## config.mk

```make
export PLATFORM = sky130hd
export DESIGN_NAME = vram_req_sched
export DESIGN_NICKNAME = d
export VERILOG_FILES = /design/src/rtl/vram_req_sched_pkg.sv /design/src/rtl/vram_req_sched.sv
export SDC_FILE = /design/constraint.sdc
export NUM_CORES = 1
export LEC_CHECK = 0
export ABC_AREA = 1
export ABC_CLOCK_PERIOD_IN_PS = 2050
export CAP_MARGIN = 20
export CORE_ASPECT_RATIO = 0.75
export CORE_MARGIN = 2
export CORE_UTILIZATION = 36
export CTS_CLUSTER_DIAMETER = 120
export CTS_CLUSTER_SIZE = 16
export DETAILED_ROUTE_END_ITERATION = 8
export PLACE_DENSITY = 0.8
export SETUP_SLACK_MARGIN = 0.2
export SLEW_MARGIN = 20
export SYNTH_ARGS = -nofsm -noshare
export SYNTH_HDL_FRONTEND = slang
export SYNTH_SLANG_ARGS = --single-unit
export TNS_END_PERCENT = 30
```

## constraint.sdc

```tcl
create_clock -name clk -period 2.05 [get_ports clk]
set_input_delay 0.5125 -clock clk [delete_from_list [all_inputs] [get_ports clk]]
set_output_delay 0.5125 -clock clk [all_outputs]
set_load 0.1 [all_outputs]
```

## src/rtl/vram_req_sched_pkg.sv

```systemverilog
// Shared VRAM types: address/word widths, ack-pipeline source tags and read latency.
package vram_req_sched_pkg;

   typedef logic [15:0] addr_t;
   typedef logic [15:0] word_t;

   typedef enum logic [1:0] {
      SRC_NONE,
      SRC_VGEN,
      SRC_REGS,
      SRC_BLIT
   } vram_src_t;

   localparam int unsigned VRAM_ACK_LAT = 2;

endpackage

```

## src/rtl/vram_req_sched.sv

```systemverilog
// Single-port VRAM scheduler: video gen > starved blit > regs > blit, one registered command
// per cycle, with requester acks aligned to VRAM read data.
module vram_req_sched
   import vram_req_sched_pkg::*;
#(
   parameter bit          EN_BLIT     = 1'b1,
   parameter int unsigned BLIT_STARVE = 7
) (
   input  logic        clk,
   input  logic        reset_i,
   input  logic        vgen_sel_i,
   input  addr_t       vgen_addr_i,
   input  logic        regs_sel_i,
   input  logic        regs_wr_i,
   input  logic [3:0]  regs_wr_mask_i,
   input  addr_t       regs_addr_i,
   input  word_t       regs_data_i,
   output logic        regs_ack_o,
   input  logic        blit_sel_i,
   input  logic        blit_wr_i,
   input  logic [3:0]  blit_wr_mask_i,
   input  addr_t       blit_addr_i,
   input  word_t       blit_data_i,
   output logic        blit_ack_o,
   output logic        vram_sel_o,
   output logic        vram_wr_o,
   output logic [3:0]  vram_wr_mask_o,
   output addr_t       vram_addr_o,
   output word_t       vram_data_o
);

   logic      w_blit_sel;
   logic      w_starved;
   logic      r_regs_pend;
   vram_src_t w_win;
   vram_src_t r_src [VRAM_ACK_LAT];

   generate
      if (EN_BLIT) begin : g_blit
         logic [3:0] r_starve_cnt;

         assign w_blit_sel = blit_sel_i;
         assign w_starved  = (r_starve_cnt == 4'(BLIT_STARVE));

         always_ff @(posedge clk or posedge reset_i) begin
            if (reset_i) begin
               r_starve_cnt <= '0;
            end else if (!blit_sel_i) begin
               r_starve_cnt <= '0;
            end else if (w_win == SRC_VGEN) begin
               r_starve_cnt <= r_starve_cnt;
            end else if (w_win == SRC_BLIT) begin
               r_starve_cnt <= '0;
            end else if (r_starve_cnt != 4'(BLIT_STARVE)) begin
               r_starve_cnt <= r_starve_cnt + 4'd1;
            end
         end
      end else begin : g_no_blit
         assign w_blit_sel = 1'b0;
         assign w_starved  = 1'b0;
      end
   endgenerate

   always_comb begin
      w_win = SRC_NONE;
      if (vgen_sel_i) begin
         w_win = SRC_VGEN;
      end else if (w_blit_sel && w_starved) begin
         w_win = SRC_BLIT;
      end else if (regs_sel_i && !r_regs_pend) begin
         w_win = SRC_REGS;
      end else if (w_blit_sel) begin
         w_win = SRC_BLIT;
      end
   end

   // Acks come from the tail of the source pipeline, the cycle read data is valid.
   assign regs_ack_o = (r_src[VRAM_ACK_LAT-1] == SRC_REGS);
   assign blit_ack_o = (r_src[VRAM_ACK_LAT-1] == SRC_BLIT);

   always_ff @(posedge clk or posedge reset_i) begin
      if (reset_i) begin
         for (int unsigned i = 0; i < VRAM_ACK_LAT; i++) begin
            r_src[i] <= SRC_NONE;
         end
         r_regs_pend    <= 1'b0;
         vram_sel_o     <= 1'b0;
         vram_wr_o      <= 1'b0;
         vram_wr_mask_o <= '0;
         vram_addr_o    <= '0;
         vram_data_o    <= '0;
      end else begin
         r_src[0] <= w_win;
         for (int unsigned i = 1; i < VRAM_ACK_LAT; i++) begin
            r_src[i] <= r_src[i-1];
         end

         if (w_win == SRC_REGS) begin
            r_regs_pend <= 1'b1;
         end else if (regs_ack_o) begin
            r_regs_pend <= 1'b0;
         end

         case (w_win)
            SRC_VGEN: begin
               vram_sel_o     <= 1'b1;
               vram_wr_o      <= 1'b0;
               vram_wr_mask_o <= '0;
               vram_addr_o    <= vgen_addr_i;
               vram_data_o    <= '0;
            end
            SRC_REGS: begin
               vram_sel_o     <= 1'b1;
               vram_wr_o      <= regs_wr_i;
               vram_wr_mask_o <= regs_wr_mask_i;
               vram_addr_o    <= regs_addr_i;
               vram_data_o    <= regs_data_i;
            end
            SRC_BLIT: begin
               vram_sel_o     <= 1'b1;
               vram_wr_o      <= blit_wr_i;
               vram_wr_mask_o <= blit_wr_mask_i;
               vram_addr_o    <= blit_addr_i;
               vram_data_o    <= blit_data_i;
            end
            default: begin
               vram_sel_o     <= 1'b0;
               vram_wr_o      <= 1'b0;
               vram_wr_mask_o <= '0;
               vram_addr_o    <= '0;
               vram_data_o    <= '0;
            end
         endcase
      end
   end

endmodule

```

==> results of run 1 <==
## power by group
part,leakage [nW],internal [mW],switching (mW)
Sequential,0.596,1.00,0.0265
Combinational,1.08,0.348,0.763
Clock,0.0513,0.357,0.285
## sequential cells by signal (all words and copies together), names as in the netlist
register             count
vram_addr_o             16
vram_data_o             16
g_blit.r_starve_cnt      4
r_src                    4
vram_wr_mask_o           4
r_regs_pend              1
vram_sel_o               1
vram_wr_o                1
## cell usage after synthesis (2+ instances only)
library cell               number  area share
sky130_fd_sc_hd__nand2_2        2      0.0060
sky130_fd_sc_hd__a21oi_1        3      0.0072
sky130_fd_sc_hd__buf_4          2      0.0072
sky130_fd_sc_hd__inv_2          2      0.0036
sky130_fd_sc_hd__buf_6          2       0.011
sky130_fd_sc_hd__nand3_1       78        0.19
sky130_fd_sc_hd__clkbuf_1       4      0.0072
sky130_fd_sc_hd__nand2_1       48       0.086
sky130_fd_sc_hd__nand4_1       19       0.057
sky130_fd_sc_hd__inv_1          9       0.016
sky130_fd_sc_hd__nor2_1         2      0.0036
sky130_fd_sc_hd__buf_2         11       0.026
sky130_fd_sc_hd__dfrtp_1       47        0.56
## routing by layer
layer	vias to the layer above	part of all wire
li1	1068	-
met1	1050	0.39
met2	85	0.51
met3	6	0.082
met4	0	0.010
met5	-	0
## stage by stage
stage               power [mW]   util  hold slack, ns
finish                    2.78  0.632           0.353
global placement          2.16  0.614           0.332
CTS                       2.81  0.632           0.354
global route              2.90  0.632           0.371
detailed placement        2.17  0.614           0.336
floorplan                 1.76      -           0.331
## area by class of cell
| class | count | area (um2) | share of cell area |
|---|---|---|---|
| clock inverters | 1 | 30.0 | 0.00832 |
| clock buffers | 6 | 72.6 | 0.0201 |
| repair buffers | 145 | 1410 | 0.391 |
| flip-flops and latches | 47 | 1180 | 0.326 |
| inverters | 11 | 41.3 | 0.0114 |
| multi-input cells | 158 | 779 | 0.216 |
| well taps | 78 | 97.6 | 0.0270 |
## worst paths after layout
kind | startpoint | end | slack (ns) | cells after the start
hold reg to reg | r_src[3]$_DFF_PP0_ | r_src[1]$_DFF_PP0_ | 0.35 | 0
max in group asynchronous | reset_i | g_blit.r_starve_cnt[2]$_DFFE_PP0P_ | 0.99 | 3
setup reg to reg | g_blit.r_starve_cnt[0]$_DFFE_PP0P_ | g_blit.r_starve_cnt[3]$_DFFE_PP0P_ | 0.61 | 7
min in group asynchronous | reset_i | vram_addr_o[14]$_DFF_PP0_ | 0.56 | 2
hold / removal | r_src[3]$_DFF_PP0_ | r_src[1]$_DFF_PP0_ | 0.35 | 0
setup / recovery | r_src[0]$_DFF_PP0_ | regs_ack_o | 0.45 | 2
## critical path: cells and delay by family (launching register included)
family	cells	cell delay, ns
flops	1	0.39
simple gates	1	0.20
buf+inv	1	0.20
## cell families (layout without fill, tap and decap cells)
kind of cell,after synthesis,after routing,synth area share
AO/OA/AOI/OAI,6,6,0.0173
adder cells (fa/ha/maj),1,1,0.00597
AND/OR/NAND/NOR,151,151,0.344
flip-flops,47,47,0.562
buffers and inverters,30,163,0.0711
==> qor_table.md, run 1 <==
| Metric | Value | Unit |
|---|---|---|
| CP max FO | 2 | - |
| Setup repair after global routing missed its margin | no | - |
| Port Buffer Count | 134 | - |
| Required time at the endpoint of the critical path | 1.54 | ns |
| Worst slew pin tran | 0.481 | ns |
| Upper clock frequency limit | 624 | MHz |
| Via total after detailed routing | 2,209 | - |
| Cell with the largest stage delay on the worst path | sky130_fd_sc_hd__dfrtp_1 | - |
| Cell area after synthesis | 2090 | um2 |
| Area of the die | 6450 | um2 |
| Max H-tree Level | 2 | - |
| Overall routing resource usage | 0.199 | - |
| Final worst path period need | 1.60 | ns |
| Die X-Extent | 92.1 | um |
| Cell Pwr Density | 772 | nW/um2 |
| Endpoints failing hold | 0 | - |
| Sum of routed wire length over all layers | 6.19 | mm |
| Antenna violations before repair | 0 | - |
| Share of async-settable or async-resettable flops after synthesis | 1.00 | - |
| Area growth, synth to finish | 72.3 | % |
| Primary FF master, synth | sky130_fd_sc_hd__dfrtp_1 | - |
| Number of standard cells in the layout, taps in and fillers out | 446 | - |
| Inst Count DP | 439 | - |
| Initial drt markers | 76 | - |
| Number of primary I/O pins | 135 | - |
| Crit. End Element | output pin | - |
| Most used cells in the layout excluding fill and tap cells | sky130_fd_sc_hd__clkdlybuf4s50_1, sky130_fd_sc_hd__nand3_1, sky130_fd_sc_hd__nand2_1 | - |
| CTS Hold Bufs | 0 | - |
| Total negative slack | 0 | ns |
| Final-stage net count | 464 | - |
| Worst slew slack as a fraction of its limit | 0.679 | - |
| Worst path max stage delay | 0.39 | ns |
| Final setup viols | 0 | - |
| Worst setup slack after placement | 0.180 | ns |
| Clock tree from TritonCTS | yes | - |
| Count of antenna-violating nets left after detailed routing | 0 | - |
| Total placed instance area | 3510 | um2 |
| Static leakage | 1.72 | nW |
| GRT overflow | 0 | - |
| Commonest non-fill, non-tap cell in the layout | sky130_fd_sc_hd__clkdlybuf4s50_1 | - |
| Share of final-layout standard cells stronger than drive strength 1 | 0.177 | - |
| Result of the run | finished, final reports clean | - |
| Post-synth cell types | 19 | - |
| Maximum buffer depth of the clock tree | 2 | - |
| Peak-usage layer in the global routing report | met2 | - |
| Warnings, synthesis | 0 | - |
| Max-slew violations | 0 | - |
| Final design area excluding fillers | 3610 | um2 |
| Pre-Repair DR Iteration Count | 4 | - |
| Clk_lat worst skew | 0.29 | ns |
| First-pass GRT wire length | 10.1 | mm |
| Syn Nets | 331 | - |
| Post-CTS Resized | 0 | - |
| Met3 demand-to-capacity share in global routing | 0.0626 | - |
| Ratio of routed vias to standard cells | 4.95 | - |
| Cells traversed along the worst timing path | nor2_2 > buf_12 | - |
| EDFF count, synth | 0 | - |
| Critical Setup Path Class | flip-flop to output pin | - |
| Detailed placer's ending HPWL | 4.78 | mm |
| Final period util | 0.781 | - |
| Pin count of the biggest net entering global routing | 28 | - |
| Register bit total from synthesis | 47 | - |
| Die Y | 70.1 | um |
| Post-CTS setup-driven buffer insertion count | 0 | - |
| Diodes inserted | 0 | - |
| Register clock-pin slew on the reported worst setup and hold paths | 0.08 | ns |
| GR Layer Usage met1 | 0.233 | - |
| Core area | 5710 | um2 |
| Peak VDD IR | 0.355 | mV |
| Signal arrival time at the worst endpoint | 1.09 | ns |
| Sink count of the clock tree | 47 | - |
| Worst hold-check path type | flip-flop to flip-flop | - |
| Global-route met2 utilization | 0.354 | - |
| Part of the Yosys area used for sequential elements | 0.562 | - |
| Site Rows | 24 | - |
| Number of remaining DRC errors | 0 | - |
| Mean Syn Cell Area | 8.91 | um2 |
| Number of violations of the max-capacitance limit | 0 | - |
| Number of global-route vias before repair | 2,202 | - |
| Category of the worst setup path launch point | flip-flop | - |
| Final worst slack | 0.448 | ns |
| CTS root buf | sky130_fd_sc_hd__clkbuf_8 | - |
| CTS buffer count | 5 | - |
| Initial core utilization | 0.367 | - |
| Largest clock skew in the final design | 0.00468 | ns |
| Cell count after synthesis | 235 | - |
| Routability Congestion | 0.791 | - |
| Total of fill cells in the finished design | 475 | - |
| Detail-routed net length per standard cell | 13.9 | um |
Note: power is estimated with default switching activity, not from simulation.
==> run 2: changes to the inputs <==
- ABC_CLOCK_PERIOD_IN_PS: 2050 -> 1500
- clock period: 2.05 -> 1.5 ns (I/O delays scaled with it)
==> run 2 against run 1 <==
  * Non-clock buffer count is 22 higher
  * Register-to-register slack worse by 0.51 ns
  * Worst setup slack worse by 0.36 ns
  * Global-route usage up 1.6 points
  * Clock-buffer cell count is 1 higher
  * Worst hold slack better by 0.0075 ns
  * Combinational power up 82%
  * Die area unchanged
  * Largest cell class unchanged
  * Largest power group unchanged
==> qor_table.md, run 2 (synthesized netlist as in run 1, its figures left out) <==
| Metric | Value | Unit |
|---|---|---|
| Initial core utilization | 0.367 | - |
| Count of cells along the worst register-to-register path | 8 | - |
| GRT overflow | 0 | - |
| Total placed instance area | 4080 | um2 |
| Detail-routed net length per standard cell | 17.7 | um |
| Leading registers by flop count | vram_addr_o (16), vram_data_o (16) | - |
| Min-Delay Path Depth | 0 | - |
| CP max FO | 2 | - |
| Signal arrival time at the worst endpoint | 1.04 | ns |
| Worst reg2reg setup slack | 0.10 | ns |
| Crit. End Element | output pin | - |
| Max-slew violations | 0 | - |
| Peak VDD IR | 0.659 | mV |
| Number of remaining DRC errors | 0 | - |
| Clock tree from TritonCTS | yes | - |
| Final design area excluding fillers | 4560 | um2 |
| Cell Pwr Density | 929 | nW/um2 |
| Final core utilization | 0.798 | - |
| Max H-tree Level | 2 | - |
| Category of the worst setup path launch point | flip-flop | - |
| Pin count of the biggest net entering global routing | 31 | - |
| Startpoint of the worst register-to-register path | r_regs_pend$_DFFE_PP0P_ | - |
| Worst slew pin tran | 0.299 | ns |
| Worst slew slack as a fraction of its limit | 0.800 | - |
| CTS root buf | sky130_fd_sc_hd__clkbuf_8 | - |
| Area of the die | 6450 | um2 |
| R2r endpoint | vram_data_o[3]$_DFF_PP0_ | - |
| Detailed placer's ending HPWL | 5.13 | mm |
| Core area | 5710 | um2 |
| Overall routing resource usage | 0.215 | - |
| Endpoint of the worst setup timing path | regs_ack_o | - |
| Die Y | 70.1 | um |
| Required time at the endpoint of the critical path | 1.12 | ns |
| Most used cells in the layout excluding fill and tap cells | sky130_fd_sc_hd__clkdlybuf4s50_1, sky130_fd_sc_hd__nand3_1, sky130_fd_sc_hd__buf_12 | - |
| Area used by sequential logic in the layout | 1180 | um2 |
| Commonest non-fill, non-tap cell in the layout | sky130_fd_sc_hd__clkdlybuf4s50_1 | - |
| Final period util | 0.942 | - |
| Routability Congestion | 0.795 | - |
| Sink count of the clock tree | 47 | - |
| Static leakage | 2.08 | nW |
| Maximum buffer depth of the clock tree | 2 | - |
| Via total after detailed routing | 2,482 | - |
| Critical Setup Path Class | flip-flop to output pin | - |
| Count of antenna-violating nets left after detailed routing | 0 | - |
| Worst hold-check path type | flip-flop to flip-flop | - |
| Port Buffer Count | 134 | - |
| Register clock-pin slew on the reported worst setup and hold paths | 0.08 | ns |
| Share of final-layout standard cells stronger than drive strength 1 | 0.279 | - |
| First-pass GRT wire length | 10.9 | mm |
| Ratio of routed vias to standard cells | 5.29 | - |
| Final setup viols | 0 | - |
| Clk_lat worst skew | 0.30 | ns |
| CTS buffer count | 5 | - |
| Area of combinational cells with multiple inputs | 935 | um2 |
| Diodes inserted | 0 | - |
| Largest clock skew in the final design | 0.0102 | ns |
| Antenna violations before repair | 0 | - |
| Endpoints failing hold | 0 | - |
| Worst Hold Slack | 0.360 | ns |
| Number of primary I/O pins | 135 | - |
| Total of fill cells in the finished design | 358 | - |
| Area growth, synth to finish | 118 | % |
| Die X-Extent | 92.1 | um |
| Setup repair after global routing missed its margin | yes | - |
| Site Rows | 24 | - |
| CP Launch Point | r_src[0]$_DFF_PP0_ | - |
| Pre-Repair DR Iteration Count | 4 | - |
| Result of the run | finished, final reports clean | - |
| Number of global-route vias before repair | 2,318 | - |
| Sum of routed wire length over all layers | 8.30 | mm |
| Final-stage net count | 486 | - |
| Final worst path period need | 1.41 | ns |
| Initial drt markers | 214 | - |
| Upper clock frequency limit | 708 | MHz |
| Number of violations of the max-capacitance limit | 0 | - |
-- run 2: cell types whose count changed in the layout (fill, tap and decap cells not counted), moves of 4 or more --
cell / delta
sky130_fd_sc_hd__buf_6: +5
sky130_fd_sc_hd__clkbuf_16: +6
sky130_fd_sc_hd__buf_12: +41
sky130_fd_sc_hd__buf_4: -30
sky130_fd_sc_hd__nand3_4: +4
sky130_fd_sc_hd__nand3_2: +10
sky130_fd_sc_hd__nand3_1: -14
-- run 2: critical path, cell delays in order (launching register included) --
cell and delay [ns]:
sky130_fd_sc_hd__dfrtp_1 0.41, sky130_fd_sc_hd__nor2_4 0.15, sky130_fd_sc_hd__buf_12 0.18
-- run 2: report_power, final --
part	internal (mW)	leakage [nW]	switching, mW
logic	0.861	1.44	1.16
registers	1.37	0.596	0.0888
clock network	0.328	0.0422	0.421
total	2.56	2.08	1.67
-- run 2: cell type report --
type | instances | share of cell area
sequential | 47 | 0.258
tap | 78 | 0.0214
clock inverter | 1 | 0.00110
inverter | 11 | 0.00989
timing repair buffer | 167 | 0.488
multi-input combinational | 158 | 0.205
clock buffer | 7 | 0.0168
-- run 2: worst min path at each step --
stage | start | to | slack (ns)
2_1_floorplan | r_src[2]$_DFF_PP0_ | r_src[0]$_DFF_PP0_ | 0.33
3_3_place_gp | r_src[3]$_DFF_PP0_ | r_src[1]$_DFF_PP0_ | 0.33
3_5_place_dp | r_src[3]$_DFF_PP0_ | r_src[1]$_DFF_PP0_ | 0.34
4_1_cts | r_src[3]$_DFF_PP0_ | r_src[1]$_DFF_PP0_ | 0.35
5_1_grt | r_src[2]$_DFF_PP0_ | r_src[0]$_DFF_PP0_ | 0.36
6_report | r_src[2]$_DFF_PP0_ | r_src[0]$_DFF_PP0_ | 0.36
-- run 2: through the flow --
step	setup slack, ns	power (mW)	TNS [ns]	cells
2_1_floorplan	0.112	2.41	0	235
3_3_place_gp	-0.128	3.26	-4.31	447
3_5_place_dp	-0.186	3.29	-5.70	447
4_1_cts	0.100	4.04	0	457
5_1_grt	0.0482	4.37	0	469
6_report	0.0874	4.23	0	469
-- run 2: what timing repair did --
action / 4_1_cts / 5_1_grt
pin swaps: 1 / 15
endpoints found under the setup margin: 43 / 45
buffers inserted: 2 / 5
resized for setup: 5 / 34
hold buffers: 0 / 0
gates cloned: 0 / 7
-- run 2: routing by layer --
layer,track usage,vias to the layer above,share of wire
met5,0,-,0
met4,0.0564,0,0.011
met3,0.0636,11,0.074
met2,0.387,117,0.52
met1,0.251,1232,0.39
li1,-,1122,-
